===== src/rtl/per2axi_pkg.sv =====
// Shared types and AXI constants for the peripheral-to-AXI bridge.
// Imported by the bridge top and its lane mux.
package per2axi_pkg;

  typedef enum logic [2:0] {
    IDLE,
    WRITE,
    WAIT_B,
    READ,
    WAIT_R,
    RESP
  } state_e;

  localparam logic [1:0] AXI_RESP_OKAY   = 2'b00;
  localparam logic [1:0] AXI_RESP_EXOKAY = 2'b01;
  localparam logic [1:0] AXI_RESP_SLVERR = 2'b10;
  localparam logic [1:0] AXI_RESP_DECERR = 2'b11;

  localparam logic [1:0] BURST_INCR = 2'b01;
  localparam logic [2:0] SIZE_4B    = 3'b010;

endpackage


===== src/rtl/per2axi_lane_mux.sv =====
// Maps a 32-bit peripheral word onto the AXI data bus and back.
// On a 64-bit bus, address bit 2 picks the upper or lower lane.
module per2axi_lane_mux
  import per2axi_pkg::*;
#(
  parameter int AXI_DATA_WIDTH = 64
) (
  input  logic                        lane_i,
  input  logic [31:0]                 wdata_i,
  input  logic [3:0]                  be_i,
  input  logic [AXI_DATA_WIDTH-1:0]   rdata_i,
  output logic [AXI_DATA_WIDTH-1:0]   wdata_o,
  output logic [AXI_DATA_WIDTH/8-1:0] strb_o,
  output logic [31:0]                 rword_o
);

  if (AXI_DATA_WIDTH == 64) begin : g_w64
    assign wdata_o = {wdata_i, wdata_i};
    assign strb_o  = lane_i ? {be_i, 4'b0000}
                            : {4'b0000, be_i};
    assign rword_o = lane_i ? rdata_i[63:32]
                            : rdata_i[31:0];
  end else begin : g_w32
    logic unused_lane;
    assign unused_lane = lane_i;
    assign wdata_o     = wdata_i;
    assign strb_o      = be_i;
    assign rword_o     = rdata_i;
  end

endmodule


===== src/rtl/per2axi_bridge.sv =====
// Peripheral slave to AXI4 master bridge: single-beat,
// one transaction in flight, response cannot be back-pressured.
module per2axi_bridge
  import per2axi_pkg::*;
#(
  parameter int PER_ADDR_WIDTH = 32,
  parameter int PER_ID_WIDTH   = 5,
  parameter int AXI_ADDR_WIDTH = 32,
  parameter int AXI_DATA_WIDTH = 64,
  parameter int AXI_ID_WIDTH   = 3,
  parameter int AXI_USER_WIDTH = 6,
  parameter int AXI_STRB_WIDTH = AXI_DATA_WIDTH/8,
  parameter int AXI_ID_VALUE   = 0
) (
  input  logic                      clk_i,
  input  logic                      rst_i,
  input  logic                      per_slave_req_i,
  input  logic [PER_ADDR_WIDTH-1:0] per_slave_add_i,
  input  logic                      per_slave_we_i,
  input  logic [31:0]               per_slave_wdata_i,
  input  logic [3:0]                per_slave_be_i,
  input  logic [PER_ID_WIDTH-1:0]   per_slave_id_i,
  output logic                      per_slave_gnt_o,
  output logic                      per_slave_r_valid_o,
  output logic                      per_slave_r_opc_o,
  output logic [31:0]               per_slave_r_rdata_o,
  output logic [PER_ID_WIDTH-1:0]   per_slave_r_id_o,
  output logic                      axi_master_aw_valid_o,
  output logic [AXI_ADDR_WIDTH-1:0] axi_master_aw_addr_o,
  output logic [2:0]                axi_master_aw_prot_o,
  output logic [7:0]                axi_master_aw_len_o,
  output logic [2:0]                axi_master_aw_size_o,
  output logic [1:0]                axi_master_aw_burst_o,
  output logic [AXI_ID_WIDTH-1:0]   axi_master_aw_id_o,
  output logic [AXI_USER_WIDTH-1:0] axi_master_aw_user_o,
  input  logic                      axi_master_aw_ready_i,
  output logic                      axi_master_w_valid_o,
  output logic [AXI_DATA_WIDTH-1:0] axi_master_w_data_o,
  output logic [AXI_STRB_WIDTH-1:0] axi_master_w_strb_o,
  output logic [AXI_USER_WIDTH-1:0] axi_master_w_user_o,
  output logic                      axi_master_w_last_o,
  input  logic                      axi_master_w_ready_i,
  input  logic                      axi_master_b_valid_i,
  input  logic [1:0]                axi_master_b_resp_i,
  input  logic [AXI_ID_WIDTH-1:0]   axi_master_b_id_i,
  input  logic [AXI_USER_WIDTH-1:0] axi_master_b_user_i,
  output logic                      axi_master_b_ready_o,
  output logic                      axi_master_ar_valid_o,
  output logic [AXI_ADDR_WIDTH-1:0] axi_master_ar_addr_o,
  output logic [2:0]                axi_master_ar_prot_o,
  output logic [7:0]                axi_master_ar_len_o,
  output logic [2:0]                axi_master_ar_size_o,
  output logic [1:0]                axi_master_ar_burst_o,
  output logic [AXI_ID_WIDTH-1:0]   axi_master_ar_id_o,
  output logic [AXI_USER_WIDTH-1:0] axi_master_ar_user_o,
  input  logic                      axi_master_ar_ready_i,
  input  logic                      axi_master_r_valid_i,
  input  logic [AXI_DATA_WIDTH-1:0] axi_master_r_data_i,
  input  logic [1:0]                axi_master_r_resp_i,
  input  logic                      axi_master_r_last_i,
  input  logic [AXI_ID_WIDTH-1:0]   axi_master_r_id_i,
  input  logic [AXI_USER_WIDTH-1:0] axi_master_r_user_i,
  output logic                      axi_master_r_ready_o
);

  state_e                    state_q;
  logic [PER_ADDR_WIDTH-1:0] addr_q;
  logic [31:0]               wdata_q;
  logic [3:0]                be_q;
  logic [PER_ID_WIDTH-1:0]   id_q;
  logic                      aw_valid_q;
  logic                      w_valid_q;
  logic                      ar_valid_q;
  logic                      b_ready_q;
  logic                      r_ready_q;
  logic                      r_valid_q;
  logic                      opc_q;
  logic [31:0]               rdata_q;
  logic [31:0]               rword;
  logic                      aw_done;
  logic                      w_done;
  logic                      unused_inputs;

  per2axi_lane_mux #(
    .AXI_DATA_WIDTH(AXI_DATA_WIDTH)
  ) u_lane_mux (
    .lane_i (addr_q[2]),
    .wdata_i(wdata_q),
    .be_i   (be_q),
    .rdata_i(axi_master_r_data_i),
    .wdata_o(axi_master_w_data_o),
    .strb_o (axi_master_w_strb_o),
    .rword_o(rword)
  );

  // A channel counts as done once its valid is gone or it handshakes now.
  assign aw_done = !aw_valid_q || axi_master_aw_ready_i;
  assign w_done  = !w_valid_q  || axi_master_w_ready_i;

  always_ff @(posedge clk_i) begin
    if (rst_i) begin
      state_q    <= IDLE;
      addr_q     <= '0;
      wdata_q    <= '0;
      be_q       <= '0;
      id_q       <= '0;
      aw_valid_q <= 1'b0;
      w_valid_q  <= 1'b0;
      ar_valid_q <= 1'b0;
      b_ready_q  <= 1'b0;
      r_ready_q  <= 1'b0;
      r_valid_q  <= 1'b0;
      opc_q      <= 1'b0;
      rdata_q    <= '0;
    end else begin
      r_valid_q <= 1'b0;
      unique case (state_q)
        IDLE: begin
          if (per_slave_req_i) begin
            addr_q  <= per_slave_add_i;
            wdata_q <= per_slave_wdata_i;
            be_q    <= per_slave_be_i;
            id_q    <= per_slave_id_i;
            if (per_slave_we_i) begin
              aw_valid_q <= 1'b1;
              w_valid_q  <= 1'b1;
              state_q    <= WRITE;
            end else begin
              ar_valid_q <= 1'b1;
              state_q    <= READ;
            end
          end
        end
        WRITE: begin
          if (axi_master_aw_ready_i) aw_valid_q <= 1'b0;
          if (axi_master_w_ready_i)  w_valid_q  <= 1'b0;
          if (aw_done && w_done) begin
            b_ready_q <= 1'b1;
            state_q   <= WAIT_B;
          end
        end
        WAIT_B: begin
          if (axi_master_b_valid_i) begin
            b_ready_q <= 1'b0;
            opc_q     <= axi_master_b_resp_i != AXI_RESP_OKAY;
            rdata_q   <= '0;
            r_valid_q <= 1'b1;
            state_q   <= RESP;
          end
        end
        READ: begin
          if (axi_master_ar_ready_i) begin
            ar_valid_q <= 1'b0;
            r_ready_q  <= 1'b1;
            state_q    <= WAIT_R;
          end
        end
        WAIT_R: begin
          if (axi_master_r_valid_i) begin
            r_ready_q <= 1'b0;
            opc_q     <= axi_master_r_resp_i != AXI_RESP_OKAY;
            rdata_q   <= rword;
            r_valid_q <= 1'b1;
            state_q   <= RESP;
          end
        end
        RESP:    state_q <= IDLE;
        default: state_q <= IDLE;
      endcase
    end
  end

  assign per_slave_gnt_o     = (state_q == IDLE) && per_slave_req_i;
  assign per_slave_r_valid_o = r_valid_q;
  assign per_slave_r_opc_o   = opc_q;
  assign per_slave_r_rdata_o = rdata_q;
  assign per_slave_r_id_o    = id_q;

  assign axi_master_aw_valid_o = aw_valid_q;
  assign axi_master_aw_addr_o  = AXI_ADDR_WIDTH'(addr_q);
  assign axi_master_aw_prot_o  = 3'b000;
  assign axi_master_aw_len_o   = 8'd0;
  assign axi_master_aw_size_o  = SIZE_4B;
  assign axi_master_aw_burst_o = BURST_INCR;
  assign axi_master_aw_id_o    = AXI_ID_WIDTH'(AXI_ID_VALUE);
  assign axi_master_aw_user_o  = '0;

  assign axi_master_w_valid_o = w_valid_q;
  assign axi_master_w_user_o  = '0;
  assign axi_master_w_last_o  = 1'b1;
  assign axi_master_b_ready_o = b_ready_q;

  assign axi_master_ar_valid_o = ar_valid_q;
  assign axi_master_ar_addr_o  = AXI_ADDR_WIDTH'(addr_q);
  assign axi_master_ar_prot_o  = 3'b000;
  assign axi_master_ar_len_o   = 8'd0;
  assign axi_master_ar_size_o  = SIZE_4B;
  assign axi_master_ar_burst_o = BURST_INCR;
  assign axi_master_ar_id_o    = AXI_ID_WIDTH'(AXI_ID_VALUE);
  assign axi_master_ar_user_o  = '0;
  assign axi_master_r_ready_o  = r_ready_q;

  assign unused_inputs = ^{axi_master_b_id_i, axi_master_b_user_i,
                           axi_master_r_last_i, axi_master_r_id_i,
                           axi_master_r_user_i};

endmodule


===== config.mk =====
export PLATFORM = sky130hd
export DESIGN_NAME = per2axi_bridge
export DESIGN_NICKNAME = d
export VERILOG_FILES = /design/src/rtl/per2axi_pkg.sv /design/src/rtl/per2axi_lane_mux.sv /design/src/rtl/per2axi_bridge.sv
export SDC_FILE = /design/constraint.sdc
export NUM_CORES = 1
export LEC_CHECK = 0
export ABC_AREA = 1
export CAP_MARGIN = 30
export CELL_PAD_IN_SITES_DETAIL_PLACEMENT = 0
export CELL_PAD_IN_SITES_GLOBAL_PLACEMENT = 1
export CORE_MARGIN = 2
export CORE_UTILIZATION = 23
export DETAILED_ROUTE_END_ITERATION = 10
export PLACE_DENSITY = 0.92
export RECOVER_POWER = 100
export SYNTH_ARGS = -nofsm -noshare
export SYNTH_HDL_FRONTEND = slang
export SYNTH_SLANG_ARGS = --single-unit

===== constraint.sdc =====
create_clock -name clk_i -period 1.79 [get_ports clk_i]
set_input_delay 0.179 -clock clk_i [delete_from_list [all_inputs] [get_ports clk_i]]
set_output_delay 0.179 -clock clk_i [all_outputs]
set_load 0.005 [all_outputs]

==> flow_metrics.py, run 1 <==
metrics = {
    "run_status": {
        "run_status": "finished, final reports clean",
    },
    "synthesis": {
        "synth-warning-count": 0,
        "synth_cell_type_count": 20,
        "post_synth_instance_area_mm2": 0.00565,
        "synth.yosys.seq_area_share": 0.408,
        "area_contributors_post_synth": "sky130_fd_sc_hd__dfxtp_1 41%, sky130_fd_sc_hd__nand2_1 19%, sky130_fd_sc_hd__buf_4 17%",
        "synth.ff_latch_count": 115,
        "yosysTopAreaCell": "sky130_fd_sc_hd__dfxtp_1",
        "netlist_instances": 791,
        "synthesis.area_per_instance_um2": 7.14,
        "synth_top_area_frac": 0.408,
    },
    "place": {
        "hpwl_reported_at_the_end_of_detailed_placement_um": 13000,
        "numPortBuffers": 330,
        "pre_cts_ws_ns": 0.168,
        "place.gp.congestion": 0.785,
    },
    "detailed_routing": {
        "routed_wl_um": 17500,
        "initialDrtViolationCount": 258,
        "ant_nets": 0,
        "drtPass1Iterations": 4,
        "vias": 5537,
        "vias_per_cell": 4.02,
        "route.detailed.drc": 0,
        "routed_wire_length_per_instance_um": 12.7,
    },
    "timing": {
        "slew_headroom": 0.599,
        "hold_viol_final": 0,
        "timing.final.setup_violations": 0,
        "fmax_mhz": 589,
        "fin_hold_ws_ns": 0.225,
        "finalWorstPathRequiredPeriod_ns": 1.70,
        "unrepaired_setup_endpoints_after_global_routing": "no",
        "setup_ws_ns": 0.0936,
        "period_share": 0.948,
        "pin_slew_with_the_least_headroom_to_its_limit_ns": 0.602,
        "fin_tns_setup_ns": 0,
        "slew_viol_final": 0,
        "skew_ns": 0.00503,
    },
    "floorplanning": {
        "top_level_i_o_count": 407,
        "die_h_um": 161,
        "die_w_um": 161,
        "design.core.area_mm2": 0.0242,
        "starting_utilization_of_the_core_area": 0.234,
        "row_count": 57,
        "floorplan.die_area_mm2": 0.0258,
    },
    "clock_tree": {
        "clk_pin_slew_worst_setup_hold_paths_ns": 0.05,
        "cts_hold_buf": 0,
        "clock-root-buffer": "sky130_fd_sc_hd__clkbuf_16",
        "clk_path_buf_depth": 2,
        "worst_skew_pair.late_latency_ns": 0.40,
        "tritoncts": "yes",
        "h-tree-depth": 4,
        "cts_inserted_buffers": 17,
        "clock_sinks": 115,
    },
    "setup_path": {
        "reg2regPathDepth": 9,
        "r2r_setup_slack_ns": 0.15,
        "worstPathArrival_ns": 1.52,
        "timing.critical_path.required_ns": 1.61,
        "startpoint_type": "flip-flop",
        "critical_path_peak_fanout": 35,
        "r2r-end": "per_slave_r_rdata_o[6]",
        "reg2reg_from": "state_q[2]",
        "endpoint_kind": "output pin",
        "path_class": "flip-flop to output pin",
    },
    "grt": {
        "grt_pass1_vias": 5190,
        "globalRouteOverflowTotal": 0,
        "grt_pass1_wl_um": 27400,
        "global_route.usage.total": 0.132,
        "antenna_found_initial": 0,
        "largest_net_degree_at_the_start_of_global_routing": 105,
    },
    "min_path": {
        "holdCritStartpoint": "rst_i",
        "worstHoldPathType": "primary input to flip-flop",
        "whs_path_depth": 4,
        "hold_path_end": "state_q[0]",
    },
    "pwr": {
        "p_leak_nw": 4.10,
        "irDropWorstVdd_v": 0.000504,
        "powerDensity_mw_per_mm2": 1170,
    },
    "finish": {
        "area.growth.synth_to_final_pct": 62.3,
        "antenna_cells": 0,
        "final.fill_count": 2465,
        "nNetsFinal": 1208,
        "post_route_cells_drive_above_1_share": 0.0542,
    },
    "flow_run": {
        "max-cap-violations": 0,
    },
}
## cells by family (layout without fill, tap and decap cells)
| group | Yosys count | in the layout | synth area share |
|---|---|---|---|
| AND/OR/NAND/NOR | 354 | 354 | 0.253 |
| AO/OA/AOI/OAI | 125 | 125 | 0.111 |
| other | 2 | 57 | 0.00133 |
| buffers and inverters | 195 | 401 | 0.227 |
| flip-flops | 115 | 115 | 0.408 |
## cell usage after synthesis, drive strengths merged
cell type and n:
nor2 20, conb 2, nand2 294, dfxtp 115, o21ai 11, o211ai 1, nand3 37, a21oi 113
inv 26, nand4 3, clkbuf 21, buf 148
## critical path, stage by stage (launching register included)
cell	delay (ns)
sky130_fd_sc_hd__dfxtp_2	0.35
sky130_fd_sc_hd__buf_8	0.22
sky130_fd_sc_hd__clkdlybuf4s50_1	0.54
## sequential cells by signal, summed over array words and instances, names as in the netlist, 3 cells and up
signal                count
axi_master_ar_addr_o     32
per_slave_r_rdata_o      32
wdata_q                  32
per_slave_r_id_o          5
be_q                      4
state_q                   3
## cells in the final DEF, fill, tap and decap left out
cell / instances
sky130_fd_sc_hd__a21oi_1: 113
sky130_fd_sc_hd__buf_12: 4
sky130_fd_sc_hd__buf_4: 4
sky130_fd_sc_hd__buf_6: 2
sky130_fd_sc_hd__buf_8: 2
sky130_fd_sc_hd__bufinv_16: 3
sky130_fd_sc_hd__clkbuf_1: 1
sky130_fd_sc_hd__clkbuf_16: 17
sky130_fd_sc_hd__clkbuf_2: 1
sky130_fd_sc_hd__clkbuf_8: 3
sky130_fd_sc_hd__clkdlybuf4s50_1: 158
sky130_fd_sc_hd__clkinv_2: 3
sky130_fd_sc_hd__clkinv_4: 1
sky130_fd_sc_hd__clkinvlp_4: 4
sky130_fd_sc_hd__conb_1: 57
sky130_fd_sc_hd__dfxtp_1: 112
sky130_fd_sc_hd__dfxtp_2: 2
sky130_fd_sc_hd__dfxtp_4: 1
sky130_fd_sc_hd__dlygate4sd2_1: 1
sky130_fd_sc_hd__dlygate4sd3_1: 170
sky130_fd_sc_hd__inv_1: 23
sky130_fd_sc_hd__inv_2: 3
sky130_fd_sc_hd__inv_6: 1
sky130_fd_sc_hd__nand2_1: 292
sky130_fd_sc_hd__nand2_4: 2
sky130_fd_sc_hd__nand3_1: 37
sky130_fd_sc_hd__nand4_1: 3
sky130_fd_sc_hd__nor2_1: 16
sky130_fd_sc_hd__nor2_2: 2
sky130_fd_sc_hd__nor2_4: 1
sky130_fd_sc_hd__nor2_8: 1
sky130_fd_sc_hd__o211ai_1: 1
sky130_fd_sc_hd__o21ai_0: 11
## worst max path at each step
stage	cells past startpoint	slack, ns	endpoint	from
3_3_place_gp	8	0.17	state_q[2]	per_slave_req_i
3_5_place_dp	8	0.17	state_q[1]	per_slave_req_i
6_report	2	0.09	axi_master_aw_addr_o[2]	axi_master_ar_addr_o[2]
2_1_floorplan	10	0.46	per_slave_r_opc_o	state_q[1]
4_1_cts	2	0.003	axi_master_aw_addr_o[2]	axi_master_ar_addr_o[2]
5_1_grt	2	0.02	axi_master_ar_addr_o[2]	axi_master_ar_addr_o[2]
## area by class of cell
cell class              instances  area [µm²]  area share
repair buffers                343        3460       0.378
flip-flops and latches        115        2310       0.252
multi-input cells             536        2270       0.248
clock buffers                  20         467      0.0509
well taps                     324         405      0.0442
clock inverters                12         153      0.0167
inverters                      26        97.6      0.0107
## power breakdown
group	leakage (nW)	internal (mW)	switching (mW)	total [mW]
sequential	0.938	3.03	0.360	3.39
clock	0.294	2.30	1.23	3.52
combinational	2.87	1.90	1.93	3.82
## through the flow
step           std cells  power [mW]  cell area, µm²  utilization
2_1_floorplan        846        5.77            5850            -
3_3_place_gp        1344        7.54            8550        0.354
3_5_place_dp        1344        7.59            8550        0.354
4_1_cts             1376        11.3            9180        0.380
5_1_grt             1376        11.5            9160        0.379
6_report            1376        10.7            9160        0.379
## metal layers
layer | vias to the layer above | global-route usage | share of wire
met3 | 11 | 0.0398 | 0.066
met1 | 2503 | 0.155 | 0.42
met4 | 0 | 0.0369 | 0.011
met2 | 208 | 0.234 | 0.50
met5 | - | 0 | 0
li1 | 2815 | - | -
## what timing repair did
action / in CTS / in global routing
endpoints found under the setup margin: 3 / 6
resized for setup: 7 / 2
buffers inserted: 0 / 0
(Power assumes the default switching activity.)
==> inputs of run 2 (changes only) <==
- ABC_AREA: 1 -> not set
- PLACE_DENSITY: 0.92 -> 0.9
==> run 2 against run 1 <==
Effect of this change: final area down 0.37%; sequential share of layout area rose by 0.080 points; routed wire length is 1.6% higher; critical endpoint is now axi_master_w_strb_o[5].
==> flow_metrics.py, run 2 <==
metrics = {
    "timing": {
        "period_share": 0.960,
        "unrepaired_setup_endpoints_after_global_routing": "no",
        "fin_tns_setup_ns": 0,
        "slew_viol_final": 0,
        "fmax_mhz": 582,
        "fin_hold_ws_ns": 0.175,
        "skew_ns": 0.0124,
        "finalWorstPathRequiredPeriod_ns": 1.72,
        "hold_viol_final": 0,
        "timing.final.setup_violations": 0,
    },
    "setup_path": {
        "path_class": "flip-flop to output pin",
        "crit_chain": "and2_0 -> clkdlybuf4s50_1",
        "critical_path_peak_fanout": 12,
        "timing.critical_path.max_delay_family": "buffers and inverters",
        "max_stage_delay_ns": 0.54,
        "timing.critical_path.required_ns": 1.61,
        "worst-path-buf-inv": 1,
        "endpoint_kind": "output pin",
        "startpoint_type": "flip-flop",
        "worstPathArrival_ns": 1.54,
        "critical-path-slowest-cell": "sky130_fd_sc_hd__clkdlybuf4s50_1",
    },
    "detailed_routing": {
        "vias": 5300,
        "routed_wire_length_per_instance_um": 13.9,
        "vias_per_cell": 4.13,
        "initialDrtViolationCount": 354,
        "ant_nets": 0,
        "route.detailed.drc": 0,
        "routed_wl_um": 17800,
        "drtPass1Iterations": 5,
    },
    "synthesis": {
        "synthMostInstantiatedCell": "sky130_fd_sc_hd__nand2_1",
        "synth.ff_latch_count": 115,
        "synthesis.area_per_instance_um2": 8.09,
        "synth_top_area_frac": 0.412,
        "number_of_enable_flip_flop_cells_after_synthesis": 0,
        "netlist_top_cells_count": "182 x sky130_fd_sc_hd__nand2_1, 134 x sky130_fd_sc_hd__buf_4, 115 x sky130_fd_sc_hd__dfxtp_1",
        "post_synth_instance_area_mm2": 0.00559,
        "async_reset_ff_frac": 0,
        "synth_cell_type_count": 36,
        "yosysTopAreaCell": "sky130_fd_sc_hd__dfxtp_1",
        "postSynth.topFlopCell": "sky130_fd_sc_hd__dfxtp_1",
        "netlist_instances": 691,
        "synth.yosys.seq_area_share": 0.412,
        "synth-warning-count": 0,
        "area_contributors_post_synth": "sky130_fd_sc_hd__dfxtp_1 41%, sky130_fd_sc_hd__buf_4 18%, sky130_fd_sc_hd__nand2_1 12%",
    },
    "grt": {
        "grt_pass1_wl_um": 27000,
        "global_route.usage.total": 0.133,
        "antenna_found_initial": 0,
        "globalRouteOverflowTotal": 0,
        "largest_net_degree_at_the_start_of_global_routing": 74,
        "grt_pass1_vias": 4960,
    },
    "floorplanning": {
        "starting_utilization_of_the_core_area": 0.232,
        "top_level_i_o_count": 407,
        "die_h_um": 160,
        "die_w_um": 160,
        "design.core.area_mm2": 0.0241,
        "row_count": 57,
        "floorplan.die_area_mm2": 0.0256,
    },
    "finish": {
        "area.growth.synth_to_final_pct": 63.3,
        "final_cell_mix": "182 x sky130_fd_sc_hd__nand2_1, 173 x sky130_fd_sc_hd__dlygate4sd3_1, 155 x sky130_fd_sc_hd__clkdlybuf4s50_1",
        "nNetsFinal": 1115,
        "post_route_cells_drive_above_1_share": 0.0907,
        "antenna_cells": 0,
        "layout_commonest_cell": "sky130_fd_sc_hd__nand2_1",
    },
    "min_path": {
        "worstHoldPathType": "primary input to flip-flop",
    },
    "clock_tree": {
        "worst_skew_pair.late_latency_ns": 0.40,
        "clock-root-buffer": "sky130_fd_sc_hd__clkbuf_16",
        "clk_path_buf_depth": 2,
        "clock_sinks": 115,
        "tritoncts": "yes",
        "cts_inserted_buffers": 17,
        "clk_pin_slew_worst_setup_hold_paths_ns": 0.06,
        "h-tree-depth": 4,
    },
    "pwr": {
        "irDropWorstVdd_v": 0.000636,
        "p_leak_nw": 3.81,
        "powerDensity_mw_per_mm2": 1120,
    },
    "place": {
        "hpwl_reported_at_the_end_of_detailed_placement_um": 13300,
        "numPortBuffers": 330,
        "place.gp.congestion": 0.797,
    },
    "run_status": {
        "run_status": "finished, final reports clean",
    },
    "flow_run": {
        "max-cap-violations": 0,
    },
}
[run 2: changes by cell type in the layout (fill, tap and decap cells not counted), sizes merged, moves of 5 or more]
cell,before,now
buf,12,17
o21ai,11,3
nor2,20,6
nand2,294,182
nor2b,0,6
mux2,0,32
inv,27,7
[run 2: cell type report]
type	count	area [µm²]
well taps	324	405
clock inverters	14	155
clock buffers	18	429
repair buffers	349	3530
inverters	4	17.5
fillers	2467	15000
multi-input cells	459	2290
flip-flops and latches	115	2310
[run 2: metal layers]
metal | track usage | wire (µm) | vias up
met5 | 0 | 0 | -
met4 | 0.0389 | 263 | 0
met3 | 0.0364 | 1130 | 13
met2 | 0.240 | 8940 | 235
met1 | 0.155 | 7470 | 2451
li1 | - | - | 2601
[run 2: worst register-to-register path, delay by kind of cell, from the launching register on]
kind | cells | cell delay (ns)
buf+inv | 3 | 0.56
compound gates | 1 | 0.14
flops | 1 | 0.37
simple gates | 3 | 0.48
[run 2: report_power, final]
group / leakage [nW] / switching (mW) / internal, mW
clock: 0.281 / 1.29 / 2.07
combinational: 2.60 / 1.67 / 1.89
sequential: 0.938 / 0.333 / 2.99
total: 3.81 / 3.29 / 6.94
[run 2: per-stage QoR]
stage / std cells / area, µm² / setup slack [ns] / total power, mW / utilization
6_report: 1283 / 9130 / 0.0723 / 10.2 / 0.379
5_1_grt: 1283 / 9130 / 0.0132 / 10.8 / 0.379
4_1_cts: 1282 / 9180 / 0.00757 / 10.8 / 0.381
3_5_place_dp: 1249 / 8560 / 0.0875 / 7.29 / 0.355
3_3_place_gp: 1249 / 8560 / 0.117 / 7.24 / 0.355
2_1_floorplan: 746 / 5800 / 0.538 / 5.50 / -
[run 2: logic make-up after synthesis]
logic type,after synthesis,share of synthesized area
AOI/OAI and AO/OA,124,0.118
buffers and inverters,172,0.216
DFF,115,0.412
muxes,34,0.0681
other,2,0.00134
and+or+nand+nor,244,0.185
[run 2: worst paths after layout]
path	start	end	slack, ns	cells past startpoint
worst max-delay path	axi_master_ar_addr_o[2]	axi_master_w_strb_o[5]	0.07	2
worst min-delay path	rst_i	axi_master_b_ready_o	0.17	2
worst max register to register	state_q[1]	axi_master_ar_addr_o[27]	0.18	7
worst min register to register	per_slave_r_rdata_o[30]	per_slave_r_rdata_o[30]	0.45	2
[run 2: timing repair]
action                                  CTS  global route
hold buffers                              0             0
gates resized for setup                   7             0
setup buffers                             1             1
endpoints found under the setup margin    5             4
pin swaps                                 2             0
==> variant 1 (flow settings as in run 2) <==
The parameter `AXI_ADDR_WIDTH` goes from 32 to 36.
--- a/src/rtl/per2axi_bridge.sv
+++ b/src/rtl/per2axi_bridge.sv
@@ -5,7 +5,7 @@
 #(
   parameter int PER_ADDR_WIDTH = 32,
   parameter int PER_ID_WIDTH   = 5,
-  parameter int AXI_ADDR_WIDTH = 32,
+  parameter int AXI_ADDR_WIDTH = 36,
   parameter int AXI_DATA_WIDTH = 64,
   parameter int AXI_ID_WIDTH   = 3,
   parameter int AXI_USER_WIDTH = 6,
Interface: changed (resized axi_master_ar_addr_o and axi_master_aw_addr_o); port bits go from 407 to 415. The function was not compared with the original's and may differ.
==> variant 1 against run 2 <==
- final area shrank 0.26%
- first-iteration DRC count grew 9.0%
- setup slack gained 0.024 ns
- power shrank 1.0%
- hold slack lost 0.13 ns
- routed wire length shrank 1.1%
- area after synthesis grew 1.1%
- critical path depth is the same
- utilization shrank 0.32 points
- sequential cell count is the same
- sequential share of layout area grew 0.052 points
- die area grew 1.0%
- critical endpoint is now axi_master_w_strb_o[0]
==> variant 1: results <==
group,metric,value,unit
global_route,grt_use_total,13.2,%
setup_path,path_max_fanout,10,
status,status,"completed",
placement,place_area,8540,µm²
global_route,grt_pass1_vias,5028,
pwr,leakage,0.00384,µW
placement,place_congestion,0.797,
logic_synthesis,synth_area_per_cell,8.08,µm²
logic_synthesis,synthTopCellsByCount,"nand2_1, buf_4, dfxtp_1, a21oi_1, nand3_1",
clock_network,cts_setup_buffers,3,
placement,dp_hpwl,13000,µm
pwr,p_switching,3230,µW
setup_path,cp_slowest_cell,"dlygate4sd3_1",
sta,finClkSkew,0.0205,ns
routing,num_vias,5331,
setup_path,critPathArrivalTime,1.51,ns
logic_synthesis,ys_seq_area_share,40.8,%
routing,met3_wirelength,1350,µm
finish,drive_above_1_share,8.67,%
routing,drt-initial-drc-count,386,
clock_network,cts.repair.resized,5,
global_route,grt_pass1_wl,27200,µm
routing,dr.pass1.iters,6,
logic_synthesis,yosys-top-cells-area,"dfxtp_1, buf_4, nand2_1",
routing,routed-wl-met2,9020,µm
setup_path,cp_slowest_stage_delay,0.57,ns
routing,drt-met1-wl,7010,µm
routing,wl_per_cell,13.6,µm
[variant 1: changes by cell type after synthesis]
cell / before / now
buf_4: 134 / 142
[variant 1: cells by family after synthesis]
logic type	Yosys count	share of synthesized area [%]
AOI/OAI and AO/OA	124	11.7
buffers and inverters	180	22.4
DFF	115	40.8
muxes	34	6.73
other	2	0.133
and+or+nand+nor	244	18.3
[variant 1: final timing paths]
kind	slack [ns]	startpoint	cells past startpoint	end
min	0.04	rst_i	2	axi_master_r_ready_o
max reg2reg	0.11	addr_q[2]	5	per_slave_r_rdata_o[3]
max	0.1	addr_q[2]	2	axi_master_w_strb_o[0]
min reg2reg	0.44	per_slave_r_rdata_o[26]	2	per_slave_r_rdata_o[26]
[variant 1: through the flow]
| step | power (µW) | setup slack, ns |
|---|---|---|
| CTS | 10700 | 0.00257 |
| detailed placement | 7210 | 0.0935 |
| floorplan | 5520 | 0.538 |
| global route | 10800 | 0.0160 |
| finish | 10100 | 0.0966 |
| global placement | 7160 | 0.115 |
[variant 1: layout make-up]
| cell class | instances | area [µm²] |
|---|---|---|
| Timing Repair Buffer | 351 | 3490 |
| Multi-Input combinational cell | 467 | 2310 |
| Tap cell | 324 | 405 |
| Fill cell | 2470 | 15100 |
| Clock buffer | 19 | 443 |
| Inverter | 4 | 15.0 |
| Clock inverter | 13 | 135 |
| Sequential cell | 115 | 2310 |
[variant 1: power by group through the flow]
stage	clock (µW)	sequential (µW)	combinational (µW)
finish	3330	3310	3490
global route	3580	3380	3820
detailed placement	0	3410	3800
global placement	0	3390	3770
CTS	3440	3360	3880
floorplan	0	3350	2170
[variant 1: metal layers]
layer / vias to the layer above / track usage, %
li1: 2615 / -
met1: 2469 / 14.8
met2: 233 / 24.3
met3: 14 / 3.72
met4: 0 / 4.02
met5: - / 0
==> variant 2 (flow settings as in run 2) <==
Made on the original files. Re-encode `state_e` (6 states) as one-hot, 6 bits wide.
--- a/src/rtl/per2axi_pkg.sv
+++ b/src/rtl/per2axi_pkg.sv
@@ -2,13 +2,13 @@
 // Imported by the bridge top and its lane mux.
 package per2axi_pkg;
 
-  typedef enum logic [2:0] {
-    IDLE,
-    WRITE,
-    WAIT_B,
-    READ,
-    WAIT_R,
-    RESP
+  typedef enum logic [5:0] {
+    IDLE   = 6'b000001,
+    WRITE  = 6'b000010,
+    WAIT_B = 6'b000100,
+    READ   = 6'b001000,
+    WAIT_R = 6'b010000,
+    RESP   = 6'b100000
   } state_e;
 
   localparam logic [1:0] AXI_RESP_OKAY   = 2'b00;
Formal check against the unedited RTL: same outputs for any inputs over 4 cycles, from zero or initial values and one cycle with rst_i high; so few cycles prove little.
==> variant 2 against run 2 <==
- the flow now finishes with violations (negative setup slack)
- non-clock buffer count rose by 18
- fmax decreased by 9.6%
- area after synthesis shrank 0.63%
- first-iteration DRC count is 48% lower
- routed wire length up 5.1%
- final area rose by 4.4%
- setup slack got worse by 0.18 ns
- sequential cell count is 3 higher
Power is not compared: it rests on default switching activity, and its combinational part moved more than twofold at a synthesized area within 25%.
==> variant 2: results <==
group,metric,value,unit
placement,place_congestion,0.752,
global_route,grt_pass1_vias,4980,
routing,drt-initial-drc-count,184,
finish,drive_above_1_share,12.7,%
logic_synthesis,synth-xor-area-share,0.158,%
setup_path,crit_type,"reg -> reg",
global_route,antenna_found_initial,1,
setup_path,reg2reg_from,"state_q[5]",
finish,fillers,2343,
sta,finClkSkew,0.0128,ns
routing,dr.pass1.iters,4,
routing,routed-wl-met2,9500,µm
setup_path,cp_slowest_cell,"or4b_4",
logic_synthesis,syn_inst,620,
setup_path,worst_r2r_endpoint,"per_slave_r_rdata_o[28]",
sta,finalSetupViolations,33,
status,status,"complete, but fails checks",
global_route,met2_usage,25.3,%
worst_hold_path,hold_path_depth,3,
global_route,use_met1,15.7,%
logic_synthesis,ys_seq_area_share,42.5,%
placement,dp_slack,-0.156,ns
global_route,met3_usage,5.21,%
status,violations,"negative setup slack",
logic_synthesis,yosys-top-cells-area,"dfxtp_1, buf_4, nand2_1",
sta,worst_slack,-0.110,ns
logic_synthesis,ys_types,41,
logic_synthesis,synthMuxAreaShare,5.77,%
routing,top_layer,"met5",
worst_hold_path,hold_path_end,"axi_master_ar_addr_o[2]",
## variant 2: cell types whose count changed after synthesis, moves of 9 or more
cell	delta
a21oi_1	-30
nand3_1	-32
mux2_2	-32
clkbuf_1	+12
buf_4	-9
mux2i_1	+30
o2bb2ai_2	+30
buf_2	-12
nand2_1	-33
## variant 2: final cells by class
class,instances,share of cell area [%]
clock buffer,20,4.79
multi-input combinational,392,24.8
inverter,5,0.197
tap,319,4.19
timing repair buffer,367,39.0
clock inverter,12,2.10
sequential,118,24.9
## variant 2: power by group through the flow
stage	registers, µW	logic [µW]	clock network (µW)
2_1_floorplan	2900	666	0
3_3_place_gp	2920	1360	0
3_5_place_dp	2930	1370	0
4_1_cts	2870	1420	3910
5_1_grt	2870	1450	4060
6_report	2850	1340	3780
## variant 2: repair_timing
action,in CTS,in global routing
hold buffers,0,0
cloned,4,0
setup buffers,5,1
pin swaps,6,2
endpoints found under the setup margin,56,84
resized for setup,22,12
